===== src/rtl/rdm_rr.sv =====
// rdm_rr: round-robin drain of CH FIFO channels into one destination stream.
// Each grant reads up to BURST words from one channel. FIFO read data arrives
// the cycle after the strobe and is registered once more, so a word appears on
// ov_data two cycles after its strobe.
module rdm_rr #(
  parameter  int DW    = 8,
  parameter  int CH    = 4,
  parameter  int BURST = 16,
  localparam int CHW   = (CH > 1) ? $clog2(CH) : 1,
  localparam int CW    = $clog2(BURST + 1)
) (
  input  logic              i_clk,
  input  logic              i_rst_n,
  input  logic [CH-1:0]     iv_fifo_empty,
  input  logic [CH*DW-1:0]  iv_fifo_data,
  input  logic [CH-1:0]     iv_ch_en,
  input  logic              i_dst_ready,
  output logic [CH-1:0]     ov_fifo_rd,
  output logic [DW-1:0]     ov_data,
  output logic              o_data_wr,
  output logic [CHW-1:0]    ov_data_ch,
  output logic              o_data_sop
);

  typedef enum logic [1:0] {
    S_IDLE = 2'b00,
    S_READ = 2'b01
  } state_e;

  localparam logic [CW-1:0] BURST_C = CW'(BURST);

  state_e         state_q;
  logic [CHW-1:0] last_q;      // last granted channel, rotation origin
  logic [CHW-1:0] gnt_q;       // channel owning the current grant
  logic [CW-1:0]  cnt_q;       // strobes issued in the current grant
  logic [CH-1:0]  elig;
  logic           gnt_elig;
  logic           strobe;
  logic           nxt_vld;
  logic [CHW-1:0] nxt_ch;

  // [0]: strobe issued last cycle (FIFO data on the bus now); [1]: word on ov_data
  logic [1:0]     vld_pipe_q;
  logic           sop1_q;
  logic [CHW-1:0] ch1_q;

  assign elig     = ~iv_fifo_empty & iv_ch_en;
  assign gnt_elig = elig[gnt_q];
  // Reset gates the strobe so no FIFO word is consumed while in reset.
  assign strobe   = i_rst_n && (state_q == S_READ) && gnt_elig && i_dst_ready &&
                    (cnt_q < BURST_C);

  // One-hot read strobe on the granted channel.
  always_comb begin
    ov_fifo_rd = '0;
    if (strobe) ov_fifo_rd[gnt_q] = 1'b1;
  end

  // First eligible channel after last_q, wrapping; descending scan so the
  // closest candidate is the final assignment.
  always_comb begin
    logic [CHW-1:0] idx;
    idx     = '0;
    nxt_vld = 1'b0;
    nxt_ch  = last_q;
    for (int i = CH; i >= 1; i--) begin
      idx = CHW'((int'(last_q) + i) % CH);
      if (elig[idx]) begin
        nxt_vld = 1'b1;
        nxt_ch  = idx;
      end
    end
  end

  // Grant FSM: IDLE picks the next channel, READ streams until burst done or
  // the channel stops being eligible.
  always_ff @(posedge i_clk) begin
    if (!i_rst_n) begin
      state_q <= S_IDLE;
      last_q  <= CHW'(CH - 1);
      gnt_q   <= '0;
      cnt_q   <= '0;
    end else begin
      case (state_q)
        S_IDLE: begin
          if (nxt_vld) begin
            gnt_q   <= nxt_ch;
            last_q  <= nxt_ch;
            cnt_q   <= '0;
            state_q <= S_READ;
          end
        end
        S_READ: begin
          // strobe implies cnt_q < BURST, so the counter never wraps
          if (strobe) cnt_q <= cnt_q + 1'b1;
          if (!gnt_elig || (cnt_q >= BURST_C) ||
              (strobe && (cnt_q == BURST_C - 1'b1)))
            state_q <= S_IDLE;
        end
        default: state_q <= S_IDLE;
      endcase
    end
  end

  // Capture pipeline: tag the strobe, then register the FIFO word one cycle later.
  always_ff @(posedge i_clk) begin
    if (!i_rst_n) begin
      vld_pipe_q <= '0;
      sop1_q     <= 1'b0;
      ch1_q      <= '0;
      o_data_sop <= 1'b0;
      ov_data    <= '0;
      ov_data_ch <= '0;
    end else begin
      vld_pipe_q <= {vld_pipe_q[0], strobe};
      ch1_q      <= gnt_q;
      sop1_q     <= strobe && (cnt_q == '0);
      o_data_sop <= vld_pipe_q[0] && sop1_q;
      if (vld_pipe_q[0]) begin
        ov_data    <= iv_fifo_data[ch1_q*DW +: DW];
        ov_data_ch <= ch1_q;
      end
    end
  end

  assign o_data_wr = vld_pipe_q[1];

endmodule


===== config.mk =====
export PLATFORM = sky130hd
export DESIGN_NAME = rdm_rr
export DESIGN_NICKNAME = d
export VERILOG_FILES = /design/src/rtl/rdm_rr.sv
export SDC_FILE = /design/constraint.sdc
export NUM_CORES = 1
export LEC_CHECK = 0
export ABC_AREA = 1
export BUFFER_PORTS_ARGS = -buffer_cell sky130_fd_sc_hd__buf_2
export CAP_MARGIN = 20
export CORE_AREA = 4 4 78 80
export CTS_BUF_LIST = sky130_fd_sc_hd__clkbuf_4
export DETAILED_ROUTE_END_ITERATION = 10
export DIE_AREA = 0 0 82 84
export GPL_TIMING_DRIVEN = 0
export MAX_ROUTING_LAYER = met4
export SLEW_MARGIN = 10
export SYNTH_ARGS = -nofsm -noshare
export SYNTH_HDL_FRONTEND = slang
export SYNTH_SLANG_ARGS = --single-unit

===== constraint.sdc =====
create_clock -name i_clk -period 1.85 [get_ports i_clk]
set_clock_uncertainty 0.05 [all_clocks]
set_input_delay 0.0925 -clock i_clk [delete_from_list [all_inputs] [get_ports i_clk]]
set_output_delay 0.0925 -clock i_clk [all_outputs]
set_load 0.02 [all_outputs]

==> impl_metrics.json, run 1 <==
{
  "synth.mux.area_fraction_pct": 5.43,
  "swShare_pct": 36.4,
  "slew_headroom_pct": 66.2,
  "die_area_sq_um": 6890,
  "cp_cell_sequence": "buf_4 > a31oi_2 > nand3_4 > nor3_1 > buf_2",
  "p_leak_nw": 1.01,
  "initial_core_util_pct": 27.3,
  "worstHoldStart": "iv_fifo_data[1]",
  "fin_crit_ns": 1.70,
  "pin_count": 59,
  "holdCritPathClass": "in2reg",
  "critPathLaunchType": "flip-flop",
  "cp_max_fo": 6,
  "synthTopCellsByArea": "dfxtp_1 (35%), nand2_1 (10%), inv_1 (8.7%)",
  "tightestPinTransition_ns": 0.507,
  "drt_iter0_markers": 45,
  "placedCellCount": 349,
  "vdd.ir_drop.worst_v": 0.000272,
  "synth_top_area_share_pct": 35.3,
  "fin_crit_sh_pct": 92.1,
  "setup_tns_ns": 0,
  "syn_to_final_growth_pct": 30.4,
  "gp_congestion": 0.761,
  "drt-total-wl_microns": 3900,
  "grt_pass1_wl_microns": 6380,
  "rows": 27,
  "ant_nets": 0,
  "syn_nets": 266,
  "cp-startpoint": "gnt_q[1]",
  "clk_path_buf_depth": 2,
  "numClockSinks": 26,
  "cp.required_ns": 1.71,
  "diodes": 0,
  "vias_per_cell": 4.47,
  "grt_usage_pct": 11.5,
  "rsz0062_at_grt": "false",
  "p_sw_mw": 0.500,
  "drv_cap": 0,
  "synth_cell_types": 23,
  "first_pass_iters": 5,
  "drc": 0,
  "via_count": 1592,
  "status": "complete, no violations",
  "synthAdderAreaFrac_pct": 2.54,
  "core_sq_um": 5410,
  "combinationalPowerShare_pct": 34.8,
  "fmax_mhz": 587,
  "final_cells": 356,
  "ys_seq_area_share_pct": 35.3,
  "die_x_microns": 82,
  "drive_above_1_share_pct": 26.4,
  "grt_max_degree": 15,
  "cts_made_buffers": 3,
  "die_y_microns": 84,
  "grt-ovfl-total": 0,
  "syn_area_sq_um": 1480,
  "seqPwrFrac_pct": 47.7,
  "h-tree-depth": 1,
  "cts-root-buf": "clkbuf_4",
  "p_int_mw": 0.876,
  "clk_pin_slew_ns": 0.13,
  "powerDensity_nw_per_um2": 715,
  "synthCells": 220,
  "final_util_pct": 35.6,
  "maxSlewViolCount": 0,
  "synth_top_family_by_area": "simple AND/OR/NAND/NOR gates",
  "hold_viol": 0,
  "synth_top_cell_by_area": "dfxtp_1",
  "hold_slack_ns": 0.108,
  "synthSimpleGateAreaFrac_pct": 28.4,
  "place_hpwl_microns": 3000,
  "clkPwrFrac_pct": 17.5,
  "endpoint_kind": "output port",
  "final_nets": 331,
  "wire_per_inst_microns": 11.0,
  "final_common_cell": "buf_2",
  "ys_warn_count": 0,
  "layout_common_cells": "buf_2 (60), nand2_1 (41), inv_1 (34), nor2_1 (27), dfxtp_1 (24)",
  "syn_area_per_cell_sq_um": 6.71,
  "synth_xor_area_share_pct": 0.594,
  "setup_viol": 0,
  "antenna_found_initial": 0,
  "path_class": "reg2out",
  "max_stage_delay_ns": 0.39,
  "synth-compound-area-share_pct": 16.0,
  "port_buffers": 57,
  "ys_ff_latch": 26,
  "insertion_delay_ns": 0.31,
  "rr_startpoint": "gnt_q[1]",
  "cts_tree": "done",
  "crit_slowest_cell": "dfxtp_4",
  "worstPathArrival_ns": 1.56,
  "grt_pass1_vias": 1465,
  "hold_buffers": 0
}
[Yosys cell counts, drive strengths merged]
| cell | count |
|---|---|
| a21oi | 11 |
| a31oi | 1 |
| buf | 3 |
| clkbuf | 5 |
| clkinv | 1 |
| dfxtp | 26 |
| ha | 3 |
| inv | 36 |
| mux2i | 8 |
| nand2 | 42 |
| nand3 | 15 |
| nand3b | 2 |
| nand4 | 2 |
| nor2 | 28 |
| nor3 | 6 |
| o21ai | 21 |
| o221ai | 8 |
| or2 | 1 |
| xor2 | 1 |
[state kept, by name (all words and copies together), names as in the netlist]
| name | cells |
|---|---|
| ov_data | 8 |
| vld_pipe_q | 2 |
| sop1_q | 1 |
| cnt_q | 5 |
| state_q | 1 |
| ov_data_ch | 2 |
| gnt_q | 2 |
| o_data_sop | 1 |
| ch1_q | 2 |
| last_q | 2 |
[metrics by stage]
step	power [mW]	worst slack [ns]	instance area (sq um)
floorplan	0.977	0.379	1480
global placement	1.10	0.367	1850
detailed placement	1.11	0.331	1850
CTS	1.36	0.0479	1880
global route	1.49	0.0429	1920
finish	1.38	0.146	1920
[final timing paths]
kind	to	depth (start not counted)	slack [ns]
setup reg to reg	cnt_q[4]	9	0.26
hold reg to reg	o_data_sop	2	0.37
hold / removal	ov_data[1]	5	0.11
setup / recovery	ov_fifo_rd[1]	5	0.15
[power by group through the flow]
| stage | Clock (mW) | Sequential [mW] | Combinational [mW] |
|---|---|---|---|
| floorplan | 0 | 0.667 | 0.310 |
| global placement | 0 | 0.662 | 0.442 |
| detailed placement | 0 | 0.664 | 0.446 |
| CTS | 0.254 | 0.654 | 0.449 |
| global route | 0.277 | 0.665 | 0.546 |
| finish | 0.241 | 0.656 | 0.479 |
[final cells by class]
type	instances	area, sq um
clock inverters	1	3.75
well taps	72	90.1
fillers	599	3480
plain buffers	8	33.8
multi-input cells	149	798
inverters	37	139
clock buffers	3	22.5
flip-flops and latches	26	528
repair buffers	60	308
[kinds of logic after synthesis]
kind of cell,Yosys count
simple gates,96
buf+inv,45
compound gates,41
flops,26
mux,8
fa+ha+maj,3
xor+xnor,1
[critical path: cells and delay by family, from the launching register on]
kind / cells / cell delay [ns]
compound gates: 1 / 0.23
simple gates: 2 / 0.29
flops: 1 / 0.39
buf+inv: 2 / 0.33
[layer usage]
| metal | global-route usage, % | routed length, microns |
|---|---|---|
| met5 | - | 0 |
| met4 | 3.17 | 37 |
| met3 | 1.94 | 428 |
| met2 | 18.6 | 1600 |
| met1 | 14.6 | 1830 |
[timing repair]
| item | in CTS | in global routing |
|---|---|---|
| cloned | 0 | 0 |
| gates resized for setup | 2 | 5 |
| setup buffers | 0 | 3 |
| pin swaps | 0 | 1 |
| setup endpoints to repair | 4 | 4 |
(Power assumes the default switching activity.)
==> run 2, diff against run 1 <==
Settings changed: CORE_AREA 4 4 78 80 to 4 4 89 70, DIE_AREA 0 0 82 84 to 0 0 93 74.
==> run 2 against run 1 <==
Effect of this change:
- sequential power rose by 1%
- via count rose by 0.13%
- total power rose by 9.9%
- sequential share of layout area fell by 0.28 points
- count of clock-buffer cells in the layout did not move
- sequential cell count did not move
- final area rose by 1.0%
- critical path type unchanged
- highest routed layer unchanged
==> impl_metrics.json, run 2 (synthesized netlist as in run 1, its figures left out) <==
{
  "status": "complete, no violations",
  "insertion_delay_ns": 0.32,
  "h-tree-depth": 1,
  "tightestPinTransition_ns": 0.447,
  "grt-ovfl-total": 0,
  "final_common_cell": "buf_2",
  "rsz0062_at_grt": "false",
  "powerDensity_nw_per_um2": 778,
  "drc": 0,
  "grt_pass1_vias": 1528,
  "cts_tree": "done",
  "initial_core_util_pct": 27.9,
  "dp_slack_ns": 0.343,
  "fmax_mhz": 589,
  "p_leak_nw": 1.01,
  "cp.required_ns": 1.71,
  "antenna_found_initial": 0,
  "final_nets": 329,
  "layout_common_cells": "buf_2 (58), nand2_1 (41), inv_1 (34), nor2_1 (27), dfxtp_1 (24)",
  "ant_nets": 0,
  "fin_crit_sh_pct": 91.8,
  "port_buffers": 57,
  "maxSlewViolCount": 0,
  "cp_max_fo": 6,
  "top_regs": "ov_data (8), cnt_q (5)",
  "cts-root-buf": "clkbuf_4",
  "syn_to_final_growth_pct": 31.7,
  "place_hpwl_microns": 3150,
  "grt_max_degree": 16,
  "wire_per_inst_microns": 11.4,
  "post-layout-total-power_mw": 1.51,
  "path_class": "reg2out",
  "largest_reg_flops": 8,
  "setup_viol": 0,
  "first_pass_iters": 4,
  "drt_iter0_markers": 46,
  "setup_tns_ns": 0,
  "endpoint_kind": "output port",
  "place_area_sq_um": 1850,
  "die_area_sq_um": 6880,
  "fin_crit_ns": 1.70,
  "fin_ws_ns": 0.152,
  "critPathLaunchType": "flip-flop",
  "ff2ff_setup_slack_ns": 0.31,
  "slew_headroom_pct": 70.2,
  "regMostFlops": "ov_data",
  "numClockSinks": 26,
  "die_x_microns": 93,
  "drv_cap": 0,
  "final_util_pct": 36.7,
  "gp_congestion": 0.799,
  "core_sq_um": 5300,
  "clk_path_buf_depth": 2,
  "final_cells": 357,
  "hold_slack_ns": 0.102,
  "design_area_sq_um": 1940,
  "worstPathArrival_ns": 1.56,
  "holdCritPathClass": "in2reg",
  "via_count": 1594,
  "pin_count": 59,
  "grt_pass1_wl_microns": 6660,
  "grt_usage_pct": 12.1,
  "hold_viol": 0,
  "drt-total-wl_microns": 4080,
  "cts_made_buffers": 3,
  "vias_per_cell": 4.46,
  "diodes": 0,
  "die_y_microns": 74,
  "clk_pin_slew_ns": 0.14,
  "placedCellCount": 352,
  "rows": 23,
  "vdd.ir_drop.worst_v": 0.000272,
  "drive_above_1_share_pct": 26.6
}
## run 2: cell type report
class                           count  area (sq um)
Buffer                              8          33.8
Clock buffer                        3          22.5
Clock inverter                      1          30.0
Fill cell                         594          3350
Inverter                           37           139
Multi-Input combinational cell    149           798
Sequential cell                    26           528
Tap cell                           75          93.8
Timing Repair Buffer               58           298
## run 2: critical path, cell delays in order (launching register included)
cell and delay [ns]:
dfxtp_4 0.43, inv_2 0.08, nand3_1 0.08, nand2_1 0.06
nor2_2 0.15, nand3_4 0.12, nor3_1 0.14, buf_2 0.19
## run 2: repair_timing
action,in CTS,in global routing
gates resized for setup,2,7
endpoints found under the setup margin,4,4
setup buffers,0,1
hold endpoints to repair,0,0
cloned,0,0
pin swaps,0,1
hold buffers,0,0
## run 2: per-layer routing
layer	GRT usage, %	vias to the layer above	part of all wire, %
met1	14.8	681	51
met4	1.46	0	0.47
li1	-	845	-
met3	4.25	2	10
met5	-	-	0
met2	20.0	66	39
## run 2: final timing paths
path	start	end	cells after the start
setup / recovery	gnt_q[1]	ov_fifo_rd[0]	7
hold / removal	iv_fifo_data[4]	ov_data[4]	5
hold reg to reg	sop1_q	o_data_sop	2
setup reg to reg	last_q[0]	gnt_q[0]	11
## run 2: power breakdown
part	internal [mW]	leakage, nW	switching (mW)	total [mW]
Sequential	0.611	0.213	0.0519	0.663
Clock	0.219	0.0279	0.169	0.388
Combinational	0.171	0.767	0.290	0.461
